[src/rtl/des_pkg.sv]
// Shared constants, types and rotate helpers for the DES key-schedule engine.
package des_pkg;

  typedef logic [27:0] half_t;
  typedef logic [47:0] subkey_t;

  typedef enum logic {IDLE, RUN} ks_state_t;

  localparam logic [1:0] SHIFT_TABLE [16] = '{
    2'd1, 2'd1, 2'd2, 2'd2, 2'd2, 2'd2, 2'd2, 2'd2,
    2'd1, 2'd2, 2'd2, 2'd2, 2'd2, 2'd2, 2'd2, 2'd1
  };

  // FIPS 1-based bit numbers into the 56-bit C||D word, in subkey order.
  localparam int PC2_TABLE [48] = '{
    14, 17, 11, 24,  1,  5,  3, 28, 15,  6, 21, 10,
    23, 19, 12,  4, 26,  8, 16,  7, 27, 20, 13,  2,
    41, 52, 31, 37, 47, 55, 30, 40, 51, 45, 33, 48,
    44, 49, 39, 56, 34, 53, 46, 42, 50, 36, 29, 32
  };

  function automatic half_t rotl(input half_t x, input logic [1:0] n);
    half_t r;
    case (n)
      2'd1:    r = {x[26:0], x[27]};
      2'd2:    r = {x[25:0], x[27:26]};
      default: r = x;
    endcase
    return r;
  endfunction

  function automatic half_t rotr(input half_t x, input logic [1:0] n);
    half_t r;
    case (n)
      2'd1:    r = {x[0], x[27:1]};
      2'd2:    r = {x[1:0], x[27:2]};
      default: r = x;
    endcase
    return r;
  endfunction

endpackage

[src/rtl/pc2.sv]
// Purely combinational PC-2 selection: 56-bit C||D (bit 55 = FIPS bit 1) to 48-bit subkey.
module pc2
  import des_pkg::*;
(
  input  logic [55:0] cd_i,
  output subkey_t     subkey_o
);

  // FIPS bit n of the input lives at cd_i[56-n]; subkey bit j at subkey_o[48-j].
  for (genvar j = 0; j < 48; j++) begin : g_sel
    assign subkey_o[47-j] = cd_i[56-PC2_TABLE[j]];
  end

endmodule

[src/rtl/des_key_schedule.sv]
// DES key schedule: rotates C/D halves per round and emits 16 PC-2 subkeys over valid/ready.
// Optional decrypt ordering (K16..K1) is enabled by defining DES_KEY_DECRYPT_EN.
module des_key_schedule
  import des_pkg::*;
(
  input  logic        clk,
  input  logic        rst,
  input  logic        load_valid,
  output logic        load_ready,
  input  logic [27:0] c_in,
  input  logic [27:0] d_in,
  output logic        key_valid,
  input  logic        key_ready,
  output logic [47:0] subkey,
  output logic [3:0]  round,
  output logic        last
`ifdef DES_KEY_DECRYPT_EN
  ,
  input  logic        decrypt
`endif
);

  ks_state_t  state_q, state_d;
  half_t      c_q, c_d;
  half_t      d_q, d_d;
  logic [3:0] round_q, round_d;
  logic       mode_dec;

`ifdef DES_KEY_DECRYPT_EN
  logic decMode_q, decMode_d;
  assign mode_dec = decMode_q;
`else
  assign mode_dec = 1'b0;
`endif

  always_ff @(posedge clk or posedge rst) begin
    if (rst) begin
      state_q <= IDLE;
      c_q     <= '0;
      d_q     <= '0;
      round_q <= '0;
    end else begin
      state_q <= state_d;
      c_q     <= c_d;
      d_q     <= d_d;
      round_q <= round_d;
    end
  end

`ifdef DES_KEY_DECRYPT_EN
  always_ff @(posedge clk or posedge rst) begin
    if (rst) decMode_q <= 1'b0;
    else     decMode_q <= decMode_d;
  end

  always_comb begin
    decMode_d = decMode_q;
    if (state_q == IDLE && load_valid) decMode_d = decrypt;
  end
`endif

  // Decrypt walks the rotations backwards: C16 == C0, then right-rotate by the mirrored table entry.
  always_comb begin
    state_d = state_q;
    c_d     = c_q;
    d_d     = d_q;
    round_d = round_q;
    case (state_q)
      IDLE: begin
        if (load_valid) begin
          state_d = RUN;
          round_d = 4'd0;
`ifdef DES_KEY_DECRYPT_EN
          if (decrypt) begin
            c_d = c_in;
            d_d = d_in;
          end else begin
            c_d = rotl(c_in, SHIFT_TABLE[0]);
            d_d = rotl(d_in, SHIFT_TABLE[0]);
          end
`else
          c_d = rotl(c_in, SHIFT_TABLE[0]);
          d_d = rotl(d_in, SHIFT_TABLE[0]);
`endif
        end
      end
      RUN: begin
        if (key_ready) begin
          if (round_q == 4'd15) begin
            state_d = IDLE;
            round_d = 4'd0;
          end else begin
            round_d = round_q + 4'd1;
            if (mode_dec) begin
              c_d = rotr(c_q, SHIFT_TABLE[4'd15 - round_q]);
              d_d = rotr(d_q, SHIFT_TABLE[4'd15 - round_q]);
            end else begin
              c_d = rotl(c_q, SHIFT_TABLE[round_q + 4'd1]);
              d_d = rotl(d_q, SHIFT_TABLE[round_q + 4'd1]);
            end
          end
        end
      end
      default: state_d = IDLE;
    endcase
  end

  pc2 u_pc2 (
    .cd_i     ({c_q, d_q}),
    .subkey_o (subkey)
  );

  assign load_ready = (state_q == IDLE);
  assign key_valid  = (state_q == RUN);
  assign round      = round_q;
  assign last       = key_valid && (round_q == 4'd15);

endmodule

[config.mk]
export PLATFORM = sky130hd
export DESIGN_NAME = des_key_schedule
export DESIGN_NICKNAME = d
export VERILOG_FILES = /design/src/rtl/des_pkg.sv /design/src/rtl/pc2.sv /design/src/rtl/des_key_schedule.sv
export SDC_FILE = /design/constraint.sdc
export NUM_CORES = 1
export LEC_CHECK = 0
export BUFFER_PORTS_ARGS = -buffer_cell sky130_fd_sc_hd__buf_2
export CAP_MARGIN = 25
export CORE_MARGIN = 5
export CORE_UTILIZATION = 50
export DETAILED_ROUTE_END_ITERATION = 10
export PLACE_DENSITY = 0.76
export SYNTH_ARGS = -nofsm -noshare
export SYNTH_HDL_FRONTEND = slang
export SYNTH_SLANG_ARGS = --single-unit
[constraint.sdc]
create_clock -name clk -period 3.6 [get_ports clk]
set_clock_uncertainty 0.1 [all_clocks]
set_input_delay 0.36 -clock clk [delete_from_list [all_inputs] [get_ports clk]]
set_output_delay 0.36 -clock clk [all_outputs]
set_load 0.01 [all_outputs]
# Word-level counts from Yosys, hierarchy flattened

Memory sizes are Yosys's and may differ from the RTL's.
Cells that the tools add are included.

Register bits after elaboration: 61
ROM bits: 32
Bits of input ports: 60
Output and inout bits: 55
Logic and storage cells: 39
Memories kept: 1

$add $sub $neg: 1
$lt $le $gt $ge: 1
Eq/ne operators: 7
Multiplexer cells: 20
Bitwise logic cells: 2
Reductions and logical operators: 3

Memory list:

| name            | depth | width | read ports | clocked after Yosys merged registers in | wr ports | RTL line               | source |
|---|---|---|---|---|---|---|---|
| (no name shown) | 16    | 2     | 1          | 0                                       | 0        | des_key_schedule.sv:99 | `d_d = rotl(d_q, SHIFT_TABLE[round_q + 4'd1]);` |

Operators by type and width:

| operator                                                                | count |
|---|---|
| 28-bit case mux with 2 select lines                                     | 4 |
| 28-bit 2-to-1 mux                                                       | 6 |
| 4-bit 2-to-1 mux                                                        | 3 |
| 4-bit case mux with 2 select lines                                      | 1 |
| 2-bit inequality test, second input constant                            | 3 |
| 5-bit >= comparator, second input constant                              | 1 |
| 4-bit inverter with 5-bit output                                        | 1 |
| 4-bit by 1-bit adder with 4-bit output, second input constant           | 1 |
| 4-bit == test, second input constant                                    | 1 |
| 2-bit 2-to-1 mux                                                        | 2 |
| 4-bit AND reduction                                                     | 1 |
| 1-bit 2-to-1 mux                                                        | 3 |
| 3-bit by 1-bit inequality test with 1-bit output, second input constant | 1 |
| 2-bit by 1-bit == test with 1-bit output, second input constant         | 1 |
| 2-bit == test, second input constant                                    | 1 |
| 1-bit case mux with 2 select lines                                      | 1 |
| 2-bit AND reduction                                                     | 1 |
| 1-bit logical AND                                                       | 1 |
| 1-bit inverter                                                          | 1 |

# Logic depth before layout (Yosys ltp)

Gate-level depths: netlist of the first run.

Depth in word-level cells: 10
Mapped depth: 8
Depth with buffers taken out: 5

# Modules after synthesis

From an unflattened synthesis of the first run, not the netlist that was laid out.

Cell total of the unflattened synthesis: 537
Area total of the unflattened synthesis: 4,317.9 um2

Modules (own cells, without submodules):

| module           | instances | cells each | area each (um2) | sequential area each (um2) |
|---|---|---|---|---|
| des_key_schedule | 1         | 489        | 3,957.5         | 1,526.5 |
| pc2              | 1         | 48         | 360.3           | 0.0 |

# Worst setup path after synthesis of the first run

No wires, ideal clock.

Kind: register -> register
Start point: register round_q[0], in the netlist round[0]
End point: register c_q[10]
Setup time: 0.121 ns
Data arrival time: 2.006 ns
Required time: 3.379 ns
Slack: 1.373 ns
Stages on the path, launching flop included: 8
Path buffers: 2
Clock period less this slack: 2.227 ns
Path through: dfrtp_1 ha_1 nand2b_1 o32ai_1 buf_2 buf_2 o221ai_2 a22o_1

Longest elaborated chain between the ends: 10
Elaborated cells on any way between the ends: 15
Classes of those cells: add/sub (1); eq/ne (5); mux (6); bitwise (1); reduce/logical (1); memory (1)

RTL lines:

| what                                                                             | RTL line               | source |
|---|---|---|
| from (decl)                                                                      | des_key_schedule.sv:26 | `logic [3:0] round_q, round_d;` |
| from (signal assigned)                                                           | des_key_schedule.sv:46 | `round_q <= round_d;` |
| 4-bit by 1-bit adder with 4-bit output                                           | des_key_schedule.sv:98 | `c_d = rotl(c_q, SHIFT_TABLE[round_q + 4'd1]);` |
| 4-bit inverter with 5-bit output (not written as such)                           | des_key_schedule.sv:98 |  |
| memory read 16 x 2 bit                                                           | -                      |  |
| 2-bit 2-to-1 mux (2 in series)                                                   | -                      |  |
| 2-bit == test / 2-bit by 1-bit == test with 1-bit output (equally long branches) | des_pkg.sv:24          | `case (n)` |
| 28-bit case mux with 2 select lines                                              | des_pkg.sv:24          |  |
| 28-bit 2-to-1 mux                                                                | des_key_schedule.sv:89 | `if (round_q == 4'd15) begin` |
| 28-bit 2-to-1 mux                                                                | des_key_schedule.sv:88 | `if (key_ready) begin` |
| 28-bit case mux with 2 select lines                                              | des_key_schedule.sv:68 | `case (state_q)` |
| to (signal assigned)                                                             | des_key_schedule.sv:39 | `c_q <= '0;` |
| to (signal assigned)                                                             | des_key_schedule.sv:44 | `c_q <= c_d;` |
| to (decl)                                                                        | des_key_schedule.sv:24 | `half_t c_q, c_d;` |

Parallel ways exist; a longest one is shown, timed or not. The select of a mux whose other input is x is not followed.
A chain may end at the register's enable or synchronous reset.

# Final worst setup path of the first run

Start point: register round_q[0], in the netlist round[0]
End point: register c_q[18]

The elaborated chain is that of the path after synthesis.

==> results.py, run 1 <==
metrics = {
    "placed_design": {
        "post-dp-hpwl_mm": 7.52,
        "finalWeightedCongestion": 0.787,
        "io_buffers": 114,
    },
    "routing": {
        "ant_nets": 0,
        "viasPerCell": 6.09,
        "vias": 4137,
        "drtPass1Iterations": 4,
        "routed_wl_mm": 11.6,
        "avgRoutedWirePerCell_um": 17.1,
        "drc": 0,
        "initialDrtViolationCount": 270,
    },
    "clock_tree": {
        "clock_latency_ns": 0.34,
        "cts_root_buf": "clkbuf_8",
        "clk_pin_slew_ns": 0.07,
        "clock_path_buffers": 2,
        "cts_buffers": 9,
        "cts_sinks": 61,
        "hold_buffers": 0,
        "cts_max_level": 3,
        "cts_tree": "done",
        "post-cts-setup-buffers": 0,
        "cts_resized": 0,
    },
    "critical_path": {
        "r2r-start": "round[0]",
        "startpoint_type": "flop",
        "worstPathRequired_ns": 3.74,
        "endpoint_kind": "flop",
        "r2r_setup_slack_ns": 0.82,
        "crit_type": "reg2reg",
        "crit_fanout": 16,
        "r2r_cells": 6,
        "worstPathArrival_ns": 2.91,
        "r2r_end": "c_q[18]",
    },
    "sta": {
        "worst_pin_slew_ns": 1.01,
        "grt_setup_unrepaired": "no",
        "slew_headroom": 0.329,
        "fmax_mhz": 360,
        "hold_viol": 0,
        "finalSetupViolCount": 0,
        "hold_ws_ns": 0.103,
        "tns_ns": 0,
        "slew_violations": 0,
        "period_needed_ns": 2.78,
        "min_period_over_period": 0.771,
    },
    "floorplan": {
        "die_area_mm2": 0.0110,
        "die_height_um": 105,
        "rows": 34,
        "coreArea_mm2": 0.00876,
        "die-width_um": 105,
        "initial_core_util": 0.514,
        "ios": 115,
    },
    "global_routing": {
        "grt_usage": 0.210,
        "grt_max_degree": 113,
        "overflow": 0,
        "grt_pass1_vias": 4033,
        "grt_pass1_wl_mm": 19.6,
        "grt_antenna_before_repair": 0,
    },
    "cells_and_area": {
        "fin_nets": 627,
        "antenna_cells": 0,
        "final_core_util": 0.566,
        "drive_gt1_frac": 0.324,
        "syn_to_final_growth_pct": 10.1,
    },
    "power": {
        "cellLeakagePower_nw": 2.24,
        "power_density_mw_per_mm2": 944,
        "vdd_ir_drop_max_mv": 0.701,
    },
    "synthesis": {
        "ys_seq_area_frac": 0.339,
        "mappedNetlistArea_mm2": 0.00451,
        "yosys_warnings": 0,
        "synthTopCellsByArea": "dfrtp_1 (34%), o221ai_2 (13%), a22o_1 (11%)",
        "synth_top_area_frac": 0.339,
        "yosysTopAreaCell": "dfrtp_1",
        "ys_ff_latch": 61,
        "synth_cell_types": 26,
        "synth_area_per_cell_um2": 8.39,
        "postSynthNetCount": 598,
        "synthCells": 537,
    },
    "status": {
        "outcome": "complete, no violations",
    },
    "min_path": {
        "hold_path.class": "in2async",
    },
    "job": {
        "maxCapViolations": 0,
    },
}
sequential cells by signal, indices dropped and copies added, names as in the netlist:
name       cells
c_q           28
d_q           28
key_valid      1
round          4
cells in the mapped netlist:
cell type and instances:
nor2_1 113, nand2_1 62, dfrtp_1 61, o21ai_0 60
a22o_1 56, buf_4 48, o221ai_2 40, clkbuf_1 32
o221ai_1 16, buf_2 14, buf_6 6, buf_1 5
inv_1 5, nand3_1 4, a21oi_1 3, nor2b_1 2
a31oi_1 1, ha_1 1, nand2b_1 1, nor4_1 1
o221a_2 1, o22a_1 1, o32ai_1 1, or4_4 1
xnor2_1 1, xor2_1 1
layer usage:
metal / vias to the layer above / share of wire / track usage
li1: 1938 / - / -
met1: 2027 / 0.44 / 0.281
met2: 156 / 0.48 / 0.341
met3: 16 / 0.068 / 0.0425
met4: 0 / 0.014 / 0.0676
met5: - / 0 / 0
worst max path at each step:
stage	start	to	slack [ns]	cells past startpoint
finish	round[0]	c_q[18]	0.82	6
CTS	round[1]	c_q[18]	0.83	6
global route	round[1]	c_q[16]	0.69	6
global placement	round[0]	c_q[14]	0.97	6
floorplan	round[0]	c_q[10]	1.37	7
detailed placement	round[1]	c_q[18]	0.84	6
stage by stage:
step	cells	setup slack (ns)	power (mW)	instance area (um^2)
after CTS	679	0.834	4.70	4960
final	679	0.824	4.68	4960
after global placement	663	0.968	3.84	4720
after global routing	679	0.688	5.03	4960
after detailed placement	663	0.842	3.94	4720
after floorplan	537	1.37	3.59	4510
critical path, stage by stage (launching register included):
cell	delay [ns]
dfrtp_1	0.44
ha_1	0.37
nand2b_1	0.23
o32ai_4	0.75
buf_4	0.41
o221ai_2	0.14
a22o_1	0.23
layout make-up:
type / instances / area (um^2)
Clock buffer: 12 / 145
Clock inverter: 4 / 95.1
Fill cell: 820 / 3800
Inverter: 5 / 18.8
Multi-Input combinational cell: 366 / 2370
Sequential cell: 61 / 1530
Tap cell: 108 / 135
Timing Repair Buffer: 123 / 663
cells in the final DEF, fill, tap and decap left out, types with 3 or more instances in the layout:
cell type,synthesis,routed
o21ai_0,60,60
o221ai_2,40,40
a22o_1,56,56
nor2_1,113,113
nand2_1,62,62
dfrtp_1,61,59
buf_4,48,7
o221ai_1,16,16
bufinv_16,0,3
buf_2,14,114
inv_1,5,4
clkbuf_8,0,10
nand3_1,4,4
a21oi_1,3,3
kinds of logic after synthesis:
group,share of synthesized area
simple gates,0.158
compound gates,0.351
buf+inv,0.145
flops,0.339
xor+xnor,0.00389
fa+ha+maj,0.00278
power by group:
part	internal [mW]	total, mW	switching [mW]
combinational	1.04	2.58	1.54
sequential	0.968	1.34	0.373
clock	0.479	0.761	0.282
No activity file was read; power rests on OpenSTA's default activity.
==> inputs of run 2 (changes only) <==
==> constraint.sdc (replaced) <==
create_clock -name clk -period 2.7 [get_ports clk]
set_clock_uncertainty 0.1 [all_clocks]
set_input_delay 0.27 -clock clk [delete_from_list [all_inputs] [get_ports clk]]
set_output_delay 0.27 -clock clk [all_outputs]
set_load 0.01 [all_outputs]
==> results.py, run 2 (synthesis gave the netlist of run 1 again) <==
metrics = {
    "sta": {
        "slew_headroom": 0.321,
        "finalSetupViolCount": 0,
        "period_needed_ns": 2.61,
        "hold_ws_ns": 0.0488,
        "worst_pin_slew_ns": 1.02,
        "hold_viol": 0,
        "fmax_mhz": 384,
        "slew_violations": 0,
        "grt_setup_unrepaired": "yes",
        "min_period_over_period": 0.965,
    },
    "placed_design": {
        "io_buffers": 114,
        "dp.cells": 665,
        "dpl_cell_area_mm2": 0.00474,
        "post-dp-hpwl_mm": 7.47,
        "finalWeightedCongestion": 0.795,
    },
    "floorplan": {
        "die-width_um": 105,
        "initial_core_util": 0.514,
        "coreArea_mm2": 0.00876,
        "die_area_mm2": 0.0110,
        "ios": 115,
        "rows": 34,
        "die_height_um": 105,
    },
    "critical_path": {
        "crit_fanout": 56,
        "r2r_cells": 5,
        "critPathCapture": "d_q[26]",
        "worstPathArrival_ns": 2.74,
        "r2r_end": "d_q[26]",
        "startpoint_type": "flop",
        "r2r-start": "round[0]",
        "crit_type": "reg2reg",
        "r2r_setup_slack_ns": 0.09,
        "cp-startpoint": "round[0]",
        "endpoint_kind": "flop",
        "worstPathRequired_ns": 2.83,
    },
    "routing": {
        "ant_nets": 0,
        "viasPerCell": 6.09,
        "drtPass1Iterations": 5,
        "routed_wl_mm": 11.8,
        "drc": 0,
        "vias": 4147,
        "initialDrtViolationCount": 335,
        "avgRoutedWirePerCell_um": 17.3,
    },
    "global_routing": {
        "grt_usage": 0.211,
        "grt_util_met2": 0.334,
        "met1_usage": 0.288,
        "grt_pass1_vias": 4019,
        "grt_pass1_wl_mm": 19.7,
        "grt_antenna_before_repair": 0,
        "overflow": 0,
        "met3_usage": 0.0469,
        "grt_max_degree": 113,
        "grt_busiest_layer": "met2",
    },
    "status": {
        "outcome": "complete, no violations",
    },
    "cells_and_area": {
        "antenna_cells": 0,
        "stdcell_area_mm2": 0.00497,
        "mostFrequentLayoutCell": "buf_2",
        "final_cell_mix": "buf_2 (114), nor2_1 (113), nand2_1 (62)",
        "drive_gt1_frac": 0.333,
        "fin_nets": 629,
        "instances_no_fill": 681,
        "syn_to_final_growth_pct": 10.3,
    },
    "clock_tree": {
        "cts_max_level": 3,
        "cts_resized": 0,
        "cts_buffers": 9,
        "hold_buffers": 0,
        "clock_path_buffers": 2,
        "clock_latency_ns": 0.34,
        "cts_tree": "done",
        "cts_root_buf": "clkbuf_8",
        "post-cts-setup-buffers": 0,
        "clk_pin_slew_ns": 0.08,
        "cts_sinks": 61,
    },
    "power": {
        "p_switching_mw": 2.98,
        "cellLeakagePower_nw": 2.23,
        "power.internal_mw": 3.22,
        "power_frac_clock": 0.151,
        "power_density_mw_per_mm2": 1250,
        "swShare": 0.480,
        "p_total_mw": 6.19,
        "vdd_ir_drop_max_mv": 0.894,
        "p_seq_frac": 0.282,
        "p_comb_frac": 0.568,
    },
    "job": {
        "maxCapViolations": 0,
    },
    "min_path": {
        "hold_path.class": "in2async",
    },
}
run 2: cell count changes in the layout (fill, tap and decap cells not counted), sizes merged:
| cell | previous run | this run |
|---|---|---|
| clkinvlp | 0 | 3 |
| buf | 123 | 125 |
| clkinv | 1 | 2 |
| clkbuf | 12 | 9 |
| bufinv | 3 | 2 |
run 2: layout make-up:
class                   count  area [um^2]
well taps                 108          135
flip-flops and latches     61         1530
repair buffers            125          678
inverters                   5         18.8
multi-input cells         366         2380
clock buffers               9          124
clock inverters             7          100
fillers                   799         3790
run 2: worst max-delay path, cell delays in order (launching register included):
cell	delay, ns
dfrtp_1	0.44
ha_1	0.37
nand2b_2	0.18
o221a_4	0.84
o221ai_1	0.25
a22o_1	0.23
run 2: per-stage QoR:
stage	utilization	setup slack (ns)	setup TNS (ns)
floorplan	-	0.473	0
global placement	0.541	0.209	0
detailed placement	0.541	0.0805	0
CTS	0.566	0.0711	0
global route	0.567	-0.0102	-0.0102
finish	0.567	0.0933	0
run 2: power groups by stage:
stage	combinational (mW)	clock, mW	sequential, mW
6_report	3.52	0.934	1.75
5_1_grt	3.86	0.982	1.81
4_1_cts	3.51	0.949	1.74
3_5_place_dp	3.50	0	1.75
3_3_place_gp	3.37	0	1.73
2_1_floorplan	3.21	0	1.58
run 2: how the worst min path moves through the flow:
stage               startpoint   endpoint  slack, ns  cells after the start
floorplan           load_valid  key_valid       0.31                      1
global placement        c_q[6]     c_q[6]       0.41                      1
detailed placement      c_q[6]     c_q[6]       0.42                      1
CTS                 load_valid  key_valid       0.08                      2
global route        load_valid  key_valid       0.10                      2
finish                     rst     c_q[9]       0.05                      3
run 2: metal layers:
layer / routed length, um / part of all wire / vias up
met5: 0 / 0 / -
met1: 4960 / 0.42 / 2007
met2: 5750 / 0.49 / 177
met3: 888 / 0.075 / 16
met4: 173 / 0.015 / 0
li1: - / - / 1947
==> inputs of run 3 (changes only) <==
--- a/config.mk
+++ b/config.mk
@@ -10,7 +10,7 @@
 export CORE_MARGIN = 5
 export CORE_UTILIZATION = 50
 export DETAILED_ROUTE_END_ITERATION = 10
-export PLACE_DENSITY = 0.76
+export PLACE_DENSITY_LB_ADDON = 0.3
 export SYNTH_ARGS = -nofsm -noshare
 export SYNTH_HDL_FRONTEND = slang
 export SYNTH_SLANG_ARGS = --single-unit
==> results.py, run 3 (synthesis gave the netlist of run 1 again) <==
metrics = {
    "clock_tree": {
        "cts_max_level": 3,
        "clock_latency_ns": 0.34,
        "post-cts-setup-buffers": 0,
        "cts_tree": "done",
        "cts_resized": 0,
        "cts_root_buf": "clkbuf_8",
        "cts_buffers": 9,
        "clk_pin_slew_ns": 0.07,
        "hold_buffers": 0,
        "clock_path_buffers": 2,
        "cts_sinks": 61,
    },
    "sta": {
        "setup_ws_ns": 0.245,
        "min_period_over_period": 0.909,
        "hold_viol": 0,
        "hold_ws_ns": 0.0301,
        "fmax_mhz": 407,
        "grt_setup_unrepaired": "no",
        "worst_pin_slew_ns": 0.800,
        "period_needed_ns": 2.46,
        "finalSetupViolCount": 0,
        "tns_ns": 0,
        "slew_violations": 0,
        "slew_headroom": 0.467,
    },
    "placed_design": {
        "post-dp-hpwl_mm": 7.24,
        "finalWeightedCongestion": 0.773,
        "place_ws_ns": 0.101,
        "dpl_cell_area_mm2": 0.00474,
        "dp.cells": 665,
        "io_buffers": 114,
    },
    "critical_path": {
        "crit_fanout": 56,
        "r2r_cells": 6,
        "worst-path-buf-inv": 1,
        "r2r-start": "round[0]",
        "worstPathArrival_ns": 2.59,
        "crit_cells": 6,
        "cpLargestDelayFamily": "compound AO/OA/AOI/OAI gates",
        "worstPathRequired_ns": 2.84,
        "worstPathCellList": "ha_1 > nand2b_1 > o32ai_4 > buf_12 > o221ai_1 > a22o_1",
        "cp_slowest_stage_delay_ns": 0.44,
        "startpoint_type": "flop",
        "slowest_stage": "dfrtp_1",
        "endpoint_kind": "flop",
        "crit_type": "reg2reg",
        "cp-startpoint": "round[0]",
    },
    "floorplan": {
        "ios": 115,
        "rows": 34,
        "die_area_mm2": 0.0110,
        "die_height_um": 105,
        "coreArea_mm2": 0.00876,
        "die-width_um": 105,
        "initial_core_util": 0.514,
    },
    "global_routing": {
        "grt_pass1_wl_mm": 19.1,
        "grt_pass1_vias": 3845,
        "overflow": 0,
        "grt_usage": 0.204,
        "grt_antenna_before_repair": 0,
        "grt_max_degree": 113,
    },
    "status": {
        "outcome": "complete, no violations",
    },
    "cells_and_area": {
        "mostFrequentLayoutCell": "buf_2",
        "antenna_cells": 0,
        "syn_to_final_growth_pct": 10.2,
        "instances_no_fill": 682,
        "n_fill_cell": 854,
        "fin_nets": 630,
        "stdcell_area_mm2": 0.00497,
        "drive_gt1_frac": 0.329,
        "final_cell_mix": "buf_2 (114), nor2_1 (113), nand2_1 (62)",
        "final_core_util": 0.567,
    },
    "routing": {
        "ant_nets": 0,
        "initialDrtViolationCount": 198,
        "routed_wl_mm": 11.7,
        "drtPass1Iterations": 5,
        "drc": 0,
        "avgRoutedWirePerCell_um": 17.2,
        "viasPerCell": 5.95,
        "vias": 4060,
    },
    "power": {
        "power_density_mw_per_mm2": 1250,
        "p_total_mw": 6.19,
        "vdd_ir_drop_max_mv": 0.852,
        "cellLeakagePower_nw": 2.24,
    },
    "min_path": {
        "hold_path.class": "in2async",
    },
    "job": {
        "maxCapViolations": 0,
    },
}
[run 3: final timing paths]
check                                  to  slack, ns
min in group clk                key_valid       0.08
max in group asynchronous       key_valid       1.83
worst max register to register     c_q[1]       0.24
worst min register to register    c_q[10]       0.43
worst min-delay path              c_q[11]       0.03
worst max-delay path               c_q[1]       0.24
[run 3: cell type report]
cell class	instances	area [um^2]	share of cell area
sequential	61	1530	0.308
multi-input combinational	367	2390	0.482
inverter	5	18.8	0.00378
timing repair buffer	125	678	0.136
clock buffer	13	169	0.0340
clock inverter	3	42.5	0.00856
tap	108	135	0.0272
[run 3: per-layer routing]
metal	track usage	wire, um	part of all wire
met5	0	0	0
met4	0.0694	213	0.018
met2	0.313	5500	0.47
met3	0.0407	710	0.061
met1	0.287	5300	0.45
[run 3: worst register-to-register path, stage by stage, from the launching register on]
cell      delay, ns
dfrtp_1        0.44
ha_1           0.38
nand2b_1       0.30
o32ai_4        0.34
buf_12         0.33
o221ai_1       0.21
a22o_1         0.23
[run 3: where the power goes]
group          internal [mW]  switching, mW  total [mW]
Sequential              1.29          0.414        1.71
Clock                  0.501          0.373       0.874
Combinational           1.43           2.18        3.61
Total                   3.22           2.97        6.19
